===== config.mk =====
export PLATFORM = sky130hd
export DESIGN_NAME = branch_ctrl
export DESIGN_NICKNAME = d
export VERILOG_FILES = /design/src/rtl/branch_ctrl.sv
export SDC_FILE = /design/constraint.sdc
export NUM_CORES = 1
export LEC_CHECK = 0
export CORE_ASPECT_RATIO = 1.75
export CORE_MARGIN = 5
export CORE_UTILIZATION = 40
export CTS_BUF_LIST = sky130_fd_sc_hd__clkbuf_8
export DETAILED_ROUTE_END_ITERATION = 12
export PLACE_DENSITY = 0.88
export REMOVE_ABC_BUFFERS = 1
export SLEW_MARGIN = 10
export SYNTH_ARGS = -nofsm -noshare
export SYNTH_HDL_FRONTEND = slang
export SYNTH_SLANG_ARGS = --single-unit

===== constraint.sdc =====
create_clock -name i_clk -period 3.5 [get_ports i_clk]
set_input_delay 0.35 -clock i_clk [delete_from_list [all_inputs] [get_ports i_clk]]
set_output_delay 0.35 -clock i_clk [all_outputs]
set_load 0.1 [all_outputs]

===== src/rtl/branch_ctrl.sv =====
// Branch redirect sequencer: captures a taken branch in EX, holds the redirect until fetch accepts it, then drains wrong-path fetches.
// Optional performance counters are enabled by defining BRANCH_CTRL_PERF_EN.
module branch_ctrl #(
    parameter int XLEN         = 32,
    parameter int DRAIN_CYCLES = 1
) (
    input  logic            i_clk,
    input  logic            i_rst,
    input  logic            i_ex_valid,
    input  logic            i_br_en,
    input  logic [XLEN-1:0] i_br_target,
    input  logic            i_mem_stall,
    input  logic            i_fetch_ready,
    input  logic            i_cnt_clr,
    output logic            o_redirect_valid,
    output logic [XLEN-1:0] o_redirect_pc,
    output logic            o_flush_if,
    output logic            o_flush_id,
    output logic            o_busy,
    output logic [31:0]     o_taken_cnt,
    output logic [31:0]     o_bubble_cnt
);

    typedef enum logic [1:0] {
        ST_IDLE  = 2'd0,
        ST_PEND  = 2'd1,
        ST_DRAIN = 2'd2,
        ST_BAD   = 2'd3
    } state_t;

    localparam logic [3:0] DRAIN_LOAD = 4'(DRAIN_CYCLES);

    state_t            state_q, state_d;
    logic [3:0]        drain_cnt_q, drain_cnt_d;
    logic [XLEN-1:0]   redirect_pc_q, redirect_pc_d;
    logic              redirect_valid_q, redirect_valid_d;
    logic              busy_q, busy_d;
    logic              take;
    logic              flush;

    always_comb begin
        state_d       = state_q;
        drain_cnt_d   = drain_cnt_q;
        redirect_pc_d = redirect_pc_q;
        take          = 1'b0;
        flush         = 1'b0;
        case (state_q)
            ST_IDLE: begin
                // A stalled branch stays in EX and is taken once the stall drops.
                take  = i_ex_valid & i_br_en & ~i_mem_stall;
                flush = take;
                if (take) begin
                    redirect_pc_d = i_br_target;
                    state_d       = ST_PEND;
                end
            end
            ST_PEND: begin
                flush = 1'b1;
                if (i_fetch_ready) begin
                    if (DRAIN_LOAD == 4'd0) begin
                        state_d = ST_IDLE;
                    end else begin
                        drain_cnt_d = DRAIN_LOAD;
                        state_d     = ST_DRAIN;
                    end
                end
            end
            ST_DRAIN: begin
                flush = 1'b1;
                if (drain_cnt_q <= 4'd1) begin
                    drain_cnt_d = 4'd0;
                    state_d     = ST_IDLE;
                end else begin
                    drain_cnt_d = drain_cnt_q - 4'd1;
                end
            end
            default: begin
                state_d     = ST_IDLE;
                drain_cnt_d = 4'd0;
            end
        endcase
        redirect_valid_d = (state_d == ST_PEND);
        busy_d           = (state_d == ST_PEND) || (state_d == ST_DRAIN);
    end

    always_ff @(posedge i_clk) begin
        if (i_rst) begin
            state_q          <= ST_IDLE;
            drain_cnt_q      <= 4'd0;
            redirect_pc_q    <= '0;
            redirect_valid_q <= 1'b0;
            busy_q           <= 1'b0;
        end else begin
            state_q          <= state_d;
            drain_cnt_q      <= drain_cnt_d;
            redirect_pc_q    <= redirect_pc_d;
            redirect_valid_q <= redirect_valid_d;
            busy_q           <= busy_d;
        end
    end

    assign o_redirect_valid = redirect_valid_q;
    assign o_redirect_pc    = redirect_pc_q;
    assign o_busy           = busy_q;
    assign o_flush_if       = flush;
    assign o_flush_id       = flush;

`ifdef BRANCH_CTRL_PERF_EN
    logic [31:0] taken_cnt_q, taken_cnt_d;
    logic [31:0] bubble_cnt_q, bubble_cnt_d;

    // Clear beats a same-cycle increment; both counters wrap naturally.
    always_comb begin
        taken_cnt_d  = taken_cnt_q + {31'd0, take};
        bubble_cnt_d = bubble_cnt_q + {31'd0, flush};
        if (i_cnt_clr) begin
            taken_cnt_d  = 32'd0;
            bubble_cnt_d = 32'd0;
        end
    end

    always_ff @(posedge i_clk) begin
        if (i_rst) begin
            taken_cnt_q  <= 32'd0;
            bubble_cnt_q <= 32'd0;
        end else begin
            taken_cnt_q  <= taken_cnt_d;
            bubble_cnt_q <= bubble_cnt_d;
        end
    end

    assign o_taken_cnt  = taken_cnt_q;
    assign o_bubble_cnt = bubble_cnt_q;
`else
    logic unused_cnt_clr;
    assign unused_cnt_clr = i_cnt_clr;
    assign o_taken_cnt    = 32'd0;
    assign o_bubble_cnt   = 32'd0;
`endif

endmodule


==> impl_metrics.csv, run 1 <==
group,metric,value,unit
layout,area_growth,27.61,%
placed_design,hpwlAfterDp,3.639,mm
global_routing,antenna_found_initial,0,
layout,diodes,0,
floorplan,coreArea,0.005211,mm^2
floorplan,std_cell_rows,35,
clock_network,post_cts_resized,0,
routing,totalWireLength,4.710,mm
yosys,syn_area,0.002135,mm^2
layout,fillers,467,
yosys,yosysSeqAreaShare,0.3751,
worst_hold_path,min_path_type,"register to register",
status,status,"finished clean",
clock_network,cts_buffers,5,
setup_path,cp.required,3150,ps
yosys,yosys_warnings,0,
sta,maxSlewViolCount,0,
global_routing,grt_pass1_wl,6.934,mm
sta,worstMarginPinSlew,1022,ps
yosys,postSynth.asyncResetShare,0,
power,irDropWorstVdd,0.2310,mV
routing,antenna_left,0,
sta,period_minus_slack,2264,ps
yosys,synth_cells,259,
sta,setup_violations,0,
clock_network,clkTransAtPathRegs,80,ps
setup_path,critPathLaunchType,"register",
sta,slew_headroom,0.3170,
routing,wl_per_cell,12.33,um
sta,hold_viol,0,
placed_design,place.gp.congestion,0.6686,
clock_network,cts_max_level,2,
global_routing,grt_pass1_vias,1587,
yosys,yosysTopAreaCellShare,0.3751,
yosys,synth_edf_count,0,
floorplan,io_pins,139,
clock_network,cts_hold_buffers,0,
clock_network,cts_tree,"built",
layout,finalNetCount,373,
sta,timing.fmax,0.4417,GHz
yosys,synth_top_cell_by_area,"dfxtp_1",
yosys,synth.avg_cell_area,8.241,um^2
floorplan,die_width,65.22,um
global_routing,grt_max_degree,41,
run,drv_cap,0,
yosys,ys_types,32,
global_routing,grt.total_usage,0.1272,
layout,final_util,0.5227,
floorplan,dieArea,0.006955,mm^2
power,p_leak,1.073,nW
global_routing,gr-total-overflow,0,
floorplan,die_h,106.6,um
sta,tns,0,ps
clock_network,post_cts_buffers,0,
clock_network,cts-root-buf,"clkbuf_8",
clock_network,worst_skew_pair.late_latency,280,ps
placed_design,placed_cell_area,0.002595,mm^2
routing,vias,1707,
clock_network,cts.sink_count,40,
setup_path,crit_type,"register to output port",
placed_design,port_buffers,73,
routing,drt_iter0_markers,75,
setup_path,path_max_fanout,34,
routing,viasPerCell,4.469,
floorplan,start_util,0.4096,
placed_design,place_inst,375,
routing,drt_pre_antenna_iters,4,
power,total_power,1.466,mW
yosys,ys_ff_latch,40,
sta,skew,5.119,ps
setup_path,end_kind,"output port",
layout,drive_gt1_frac,0.07034,
clock_network,cts_buffer_depth,2,
yosys,synthFlopType,"dfxtp_1",
yosys,synth_area_leaders,"dfxtp_1, buf_4, nand2_1, a21oi_1, a21oi_2",
layout,final_cells,382,
layout,stdcell_area,0.002724,mm^2
sta,rsz0062_at_grt,"no",
setup_path,arrival,1910,ps
power,p_per_area,538.3,mW/mm^2
sta,finalCritPeriodShare,0.6469,
routing,drc,0,
## cell usage in the layout (no fill, tap or decap), types with 5 or more instances in the layout
| master | n |
|---|---|
| nor2_1 | 5 |
| nand2_1 | 68 |
| conb_1 | 64 |
| dfxtp_1 | 40 |
| inv_1 | 5 |
| ha_1 | 7 |
| a21oi_2 | 10 |
| a21oi_1 | 24 |
| clkdlybuf4s50_1 | 71 |
| clkbuf_8 | 5 |
## logic make-up after synthesis
family,count (synthesis),share of synthesized area
AND/OR/NAND/NOR,84,0.1641
buffers and inverters,81,0.2796
AO/OA/AOI/OAI,46,0.1383
flip-flops,40,0.3751
adder cells (fa/ha/maj),7,0.04103
other,1,0.001757
## power breakdown
part           switching, mW  internal, mW
clock                  0.150         0.281
combinational          0.477        0.0807
sequential           0.00756         0.470
## sequential cells by signal (all words and copies together), names as in the netlist
signal            count
drain_cnt_q           4
o_busy                1
o_redirect_pc        32
o_redirect_valid      1
state_q               2
## synthesized netlist by cell type, types with 2 or more instances
cell and n:
nand2_1 68, nor2_1 5, clkbuf_1 4, nand3_1 2, ha_1 7, a21oi_2 10, inv_1 5, dfxtp_1 40
buf_4 65, a21o_1 2, a21oi_1 24, buf_8 4, buf_2 3, a31oi_1 2
## per-stage QoR
step / setup WS, ps / hold slack, ps
global route: 1105 / 476.5
finish: 1236 / 453.4
floorplan: -306.4 / 412.4
CTS: 1200 / 457.4
detailed placement: 1218 / 445.9
global placement: 1221 / 441.0
## worst max-delay path, stage by stage (launching register included)
cell and delay [ps]:
dfxtp_1 350, inv_1 100, ha_1 250, and2_4 410, nor2_1 80, nor2_1 130
buf_4 310
## area by class of cell
type | instances | area, um^2 | area share
Multi-Input combinational cell | 201 | 973.4 | 0.3574
Sequential cell | 40 | 800.8 | 0.2940
Timing Repair Buffer | 74 | 733.2 | 0.2692
Clock buffer | 5 | 68.82 | 0.02526
Tap cell | 55 | 68.82 | 0.02526
Clock inverter | 2 | 60.06 | 0.02205
Inverter | 5 | 18.77 | 0.006890
## worst paths after layout
check	slack, ps	start	endpoint	cells past startpoint
max	1240	state_q[1]$_SDFF_PP0_	o_flush_if	6
min	450	o_redirect_pc[29]$_SDFFE_PP0P_	o_redirect_pc[29]$_SDFFE_PP0P_	2
max reg2reg	1550	state_q[1]$_SDFF_PP0_	o_redirect_pc[22]$_SDFFE_PP0P_	5
min reg2reg	450	o_redirect_pc[29]$_SDFFE_PP0P_	o_redirect_pc[29]$_SDFFE_PP0P_	2
## metal layers
| layer | vias to the layer above | GRT usage | routed length, um |
|---|---|---|---|
| met5 | - | 0 | 0 |
| met4 | 0 | 0.06083 | 93 |
| met3 | 8 | 0.03354 | 491 |
| met2 | 100 | 0.2538 | 2551 |
| met1 | 758 | 0.1106 | 1573 |
| li1 | 841 | - | - |
No activity file was read; power rests on OpenSTA's default activity.
==> run 2, diff against run 1 <==
--- a/config.mk
+++ b/config.mk
@@ -7,10 +7,10 @@
 export LEC_CHECK = 0
 export CORE_ASPECT_RATIO = 1.75
 export CORE_MARGIN = 5
-export CORE_UTILIZATION = 40
+export CORE_UTILIZATION = 34
 export CTS_BUF_LIST = sky130_fd_sc_hd__clkbuf_8
 export DETAILED_ROUTE_END_ITERATION = 12
-export PLACE_DENSITY = 0.88
+export PLACE_DENSITY = 0.79
 export REMOVE_ABC_BUFFERS = 1
 export SLEW_MARGIN = 10
 export SYNTH_ARGS = -nofsm -noshare
==> constraint.sdc (replaced) <==
create_clock -name i_clk -period 2 [get_ports i_clk]
set_input_delay 0.2 -clock i_clk [delete_from_list [all_inputs] [get_ports i_clk]]
set_output_delay 0.2 -clock i_clk [all_outputs]
set_load 0.1 [all_outputs]
==> run 2 against run 1 <==
  * Largest cell class unchanged
  * Clock power is 23% higher
  * Non-clock buffer count grew 2
  * Power is 60% higher
  * Global-route usage shrank 1.3 points
==> impl_metrics.csv, run 2 (synthesis results as in run 1) <==
group,metric,value,unit
setup_path,end_kind,"output port",
floorplan,start_util,0.3453,
clock_network,cts-root-buf,"clkbuf_8",
layout,area_growth,25.03,%
power,total_power,2.351,mW
layout,layout_common_cells,"nand2_1, conb_1, dfxtp_1",
clock_network,cts_max_level,2,
setup_path,path_max_fanout,6,
layout,largest_reg_flops,32,
clock_network,post_cts_resized,0,
layout,fillers,609,
placed_design,place.gp.congestion,0.8004,
clock_network,post_cts_buffers,0,
routing,wl_per_cell,11.42,um
layout,stdcell_area,0.002669,mm^2
run,drv_cap,0,
sta,hold_viol,0,
floorplan,dieArea,0.008025,mm^2
sta,period_minus_slack,1867,ps
worst_hold_path,min_path_type,"register to register",
status,status,"finished clean",
global_routing,grt_pass1_wl,7.472,mm
routing,antenna_left,0,
global_routing,grt_max_degree,41,
layout,diodes,0,
global_routing,grt_pass1_vias,1680,
sta,timing.fmax,0.5355,GHz
global_routing,gr-usage-met2,0.2243,
setup_path,crit_type,"register to output port",
floorplan,die_h,114.8,um
placed_design,port_buffers,73,
clock_network,cts_buffer_depth,2,
sta,skew,3.567,ps
sta,rsz0062_at_grt,"no",
clock_network,cts_tree,"built",
floorplan,die_width,69.90,um
setup_path,rrSetupSlack,190,ps
clock_network,worst_skew_pair.late_latency,290,ps
clock_network,clkTransAtPathRegs,70,ps
placed_design,dp_slack,201.4,ps
global_routing,grt_util_met1,0.1018,
layout,finalNetCount,375,
floorplan,coreArea,0.006181,mm^2
clock_network,cts.sink_count,40,
layout,drive_gt1_frac,0.1818,
power,p_leak,1.145,nW
setup_path,critPathLaunchType,"register",
power,p_per_area,881.0,mW/mm^2
sta,worstMarginPinSlew,816.8,ps
clock_network,cts_buffers,5,
placed_design,placed_cell_area,0.002576,mm^2
sta,setup_slack,132.6,ps
routing,viasPerCell,4.237,
routing,vias,1737,
routing,drt_pre_antenna_iters,4,
routing,drt_iter0_markers,44,
power,irDropWorstVdd,0.3010,mV
setup_path,arrival,1670,ps
routing,drc,0,
clock_network,cts_hold_buffers,0,
sta,finalCritPeriodShare,0.9337,
sta,slew_headroom,0.4555,
global_routing,gr-total-overflow,0,
floorplan,std_cell_rows,38,
global_routing,met3_usage,0.04024,
sta,maxSlewViolCount,0,
placed_design,hpwlAfterDp,3.620,mm
layout,final_util,0.4318,
layout,final_common_cell,"nand2_1",
sta,setup_violations,0,
global_routing,antenna_found_initial,0,
global_routing,busiest_layer,"met2",
setup_path,cp.required,1800,ps
routing,totalWireLength,4.682,mm
floorplan,io_pins,139,
global_routing,grt.total_usage,0.1142,
==> run 2: cell types whose count changed in the layout (fill, tap and decap cells not counted), moves of 2 or more <==
cell,previous run,this run
buf_4,3,37
clkdlybuf4s50_1,71,36
inv_1,5,7
bufinv_16,2,0
buf_12,0,2
==> run 2: path summary, 6_finish.rpt <==
kind / cells past startpoint / end / startpoint
setup / recovery: 5 / o_flush_if / state_q[1]$_SDFF_PP0_
hold / removal: 2 / o_redirect_pc[24]$_SDFFE_PP0P_ / o_redirect_pc[24]$_SDFFE_PP0P_
setup reg to reg: 8 / o_busy$_SDFF_PP0_ / drain_cnt_q[0]$_SDFFE_PP0P_
hold reg to reg: 2 / o_redirect_pc[24]$_SDFFE_PP0P_ / o_redirect_pc[24]$_SDFFE_PP0P_
==> run 2: area by class of cell <==
type	instances	area [um^2]	area share
Clock buffer	6	82.58	0.03094
Clock inverter	2	7.507	0.002813
Inverter	5	18.77	0.007032
Multi-Input combinational cell	201	975.9	0.3657
Sequential cell	40	800.8	0.3000
Tap cell	80	100.1	0.03751
Timing Repair Buffer	76	683.2	0.2560
==> run 2: critical path: stages (launching register included) <==
cell     delay (ps)
dfxtp_1         400
inv_1            80
ha_1            380
nor2_1           90
nor2_2          210
buf_12          210
==> run 2: metrics by stage <==
stage	std cells	hold WS, ps	TNS [ps]
final	410	455.0	0
after global routing	410	458.7	0
after CTS	410	437.9	0
after detailed placement	402	448.0	0
after global placement	402	443.1	0
after floorplan	246	262.4	-3313
==> run 2: power breakdown <==
group          total [mW]  leakage [nW]  switching [mW]  internal (mW)
Sequential          0.837         0.325          0.0133          0.823
Combinational       0.983         0.767           0.837          0.146
Clock               0.531        0.0538           0.260          0.271
==> run 2: metal layers <==
metal	up-vias	wire (um)
met4	0	89
met2	104	2533
met5	-	0
met1	776	1504
li1	850	-
met3	7	554
==> run 3, diff against run 2 <==
--- a/config.mk
+++ b/config.mk
@@ -10,7 +10,7 @@
 export CORE_UTILIZATION = 34
 export CTS_BUF_LIST = sky130_fd_sc_hd__clkbuf_8
 export DETAILED_ROUTE_END_ITERATION = 12
-export PLACE_DENSITY = 0.79
+export PLACE_DENSITY = 0.88
 export REMOVE_ABC_BUFFERS = 1
 export SLEW_MARGIN = 10
 export SYNTH_ARGS = -nofsm -noshare
==> run 3 against run 2 <==
  * Global-route usage increased by 0.20 points
  * Register-to-register slack is essentially flat
  * Wire length grew 2.4%
==> impl_metrics.csv, run 3 (synthesis results as in run 1) <==
group,metric,value,unit
floorplan,coreArea,0.006181,mm^2
floorplan,std_cell_rows,38,
sta,timing.fmax,0.5238,GHz
setup_path,rrSetupSlack,200,ps
layout,area_growth,25.85,%
setup_path,crit_type,"register to output port",
floorplan,io_pins,139,
sta,setup_violations,0,
clock_network,post_cts_buffers,0,
layout,regArea,800.8,um^2
layout,final_common_cell,"nand2_1",
setup_path,worstSetupStartpoint,"state_q[1]$_SDFF_PP0_",
sta,setup_slack,91.04,ps
routing,antenna_left,0,
setup_path,critPathSlowestCell,"dfxtp_1",
routing,drt_iter0_markers,46,
status,status,"finished clean",
clock_network,cts_hold_buffers,0,
clock_network,worst_skew_pair.late_latency,290,ps
routing,vias,1715,
sta,period_minus_slack,1909,ps
layout,finalNetCount,375,
setup_path,ff2ff_path_depth,8,
placed_design,place_inst,402,
global_routing,grt_pass1_wl,7.465,mm
setup_path,critPathLaunchType,"register",
setup_path,arrival,1710,ps
global_routing,grt_pass1_vias,1700,
clock_network,cts_tree,"built",
setup_path,max_stage_delay,420,ps
floorplan,start_util,0.3453,
run,drv_cap,0,
layout,largest_reg_flops,32,
power,p_leak,1.151,nW
sta,rsz0062_at_grt,"no",
floorplan,die_width,69.90,um
sta,slew_headroom,0.4426,
routing,drc,0,
worst_hold_path,min_path_type,"register to register",
clock_network,cts_buffers,5,
sta,hold_viol,0,
setup_path,end_kind,"output port",
clock_network,cts_max_level,2,
sta,worstMarginPinSlew,836.1,ps
sta,skew,10.26,ps
layout,drive_gt1_frac,0.1848,
layout,stdcell_area,0.002686,mm^2
global_routing,grt.total_usage,0.1161,
power,p_per_area,914.0,mW/mm^2
global_routing,gr-total-overflow,0,
layout,fillers,640,
placed_design,placed_cell_area,0.002576,mm^2
setup_path,crit_chain,"inv_1 -> ha_1 -> nor2_1 -> nor2_2 -> buf_12",
layout,layout_common_cells,"nand2_1, conb_1, dfxtp_1",
setup_path,cp.required,1800,ps
setup_path,r2r_start,"drain_cnt_q[0]$_SDFFE_PP0P_",
clock_network,cts-root-buf,"clkbuf_8",
layout,final_cells,410,
worst_hold_path,hp-start,"o_redirect_pc[2]$_SDFFE_PP0P_",
global_routing,antenna_found_initial,0,
power,irDropWorstVdd,0.4394,mV
routing,wl_per_cell,11.70,um
setup_path,endpoint,"o_flush_if",
setup_path,path_max_fanout,6,
sta,maxSlewViolCount,0,
placed_design,place.gp.congestion,0.8068,
setup_path,reg2reg_to,"o_busy$_SDFF_PP0_",
layout,diodes,0,
routing,viasPerCell,4.183,
clock_network,clkTransAtPathRegs,80,ps
routing,totalWireLength,4.795,mm
placed_design,hpwlAfterDp,3.714,mm
placed_design,dp_slack,198.2,ps
layout,multi_input_area,975.9,um^2
sta,finalCritPeriodShare,0.9545,
floorplan,dieArea,0.008025,mm^2
sta,timing.hold.ws,453.2,ps
clock_network,cts_buffer_depth,2,
clock_network,cts.sink_count,40,
global_routing,grt_max_degree,41,
routing,drt_pre_antenna_iters,4,
floorplan,die_h,114.8,um
placed_design,port_buffers,73,
run 3: how the worst min path moves through the flow:
| stage | end | cells past startpoint |
|---|---|---|
| after detailed placement | o_redirect_pc[2]$_SDFFE_PP0P_ | 2 |
| after CTS | o_redirect_pc[9]$_SDFFE_PP0P_ | 3 |
| after global routing | o_redirect_pc[3]$_SDFFE_PP0P_ | 3 |
| after floorplan | o_redirect_pc[16]$_SDFFE_PP0P_ | 1 |
| after global placement | o_redirect_pc[27]$_SDFFE_PP0P_ | 2 |
| final | o_redirect_pc[2]$_SDFFE_PP0P_ | 2 |
run 3: repair_timing:
action | 4_1_cts | 5_1_grt
setup endpoints to repair | 2 | 0
resized for setup | 1 | 0
hold endpoints to repair | 0 | 0
run 3: cell type report:
| cell class | instances | area share |
|---|---|---|
| Multi-Input combinational cell | 201 | 0.3633 |
| Inverter | 5 | 0.006986 |
| Clock inverter | 3 | 0.01444 |
| Sequential cell | 40 | 0.2981 |
| Timing Repair Buffer | 76 | 0.2543 |
| Clock buffer | 5 | 0.02562 |
| Tap cell | 80 | 0.03726 |
run 3: metrics by stage:
step | power, mW | setup TNS (ps) | utilization
final | 2.455 | 0 | 0.4346
after global routing | 2.554 | 0 | 0.4346
after CTS | 2.491 | 0 | 0.4346
after detailed placement | 1.836 | 0 | 0.4168
after global placement | 1.831 | 0 | 0.4168
after floorplan | 1.662 | -3313 | -
run 3: report_power, final:
group / internal [mW] / switching [mW] / leakage (nW) / total, mW
registers: 0.823 / 0.0135 / 0.325 / 0.837
clock network: 0.365 / 0.270 / 0.0593 / 0.635
logic: 0.146 / 0.837 / 0.767 / 0.984
run 3: critical path: cells and delay by family, from the launching register on:
kind / cells / cell delay, ps
adder cells (fa/ha/maj): 1 / 390
buffers and inverters: 2 / 310
flip-flops: 1 / 420
AND/OR/NAND/NOR: 2 / 290
run 3: layer usage:
layer  up-vias  wire length [um]  GRT usage
met5         -                 0          0
met1       757              1630     0.1059
met3         9               486    0.03500
met2       104              2580     0.2325
li1        845                 -          -
met4         0                98    0.04731
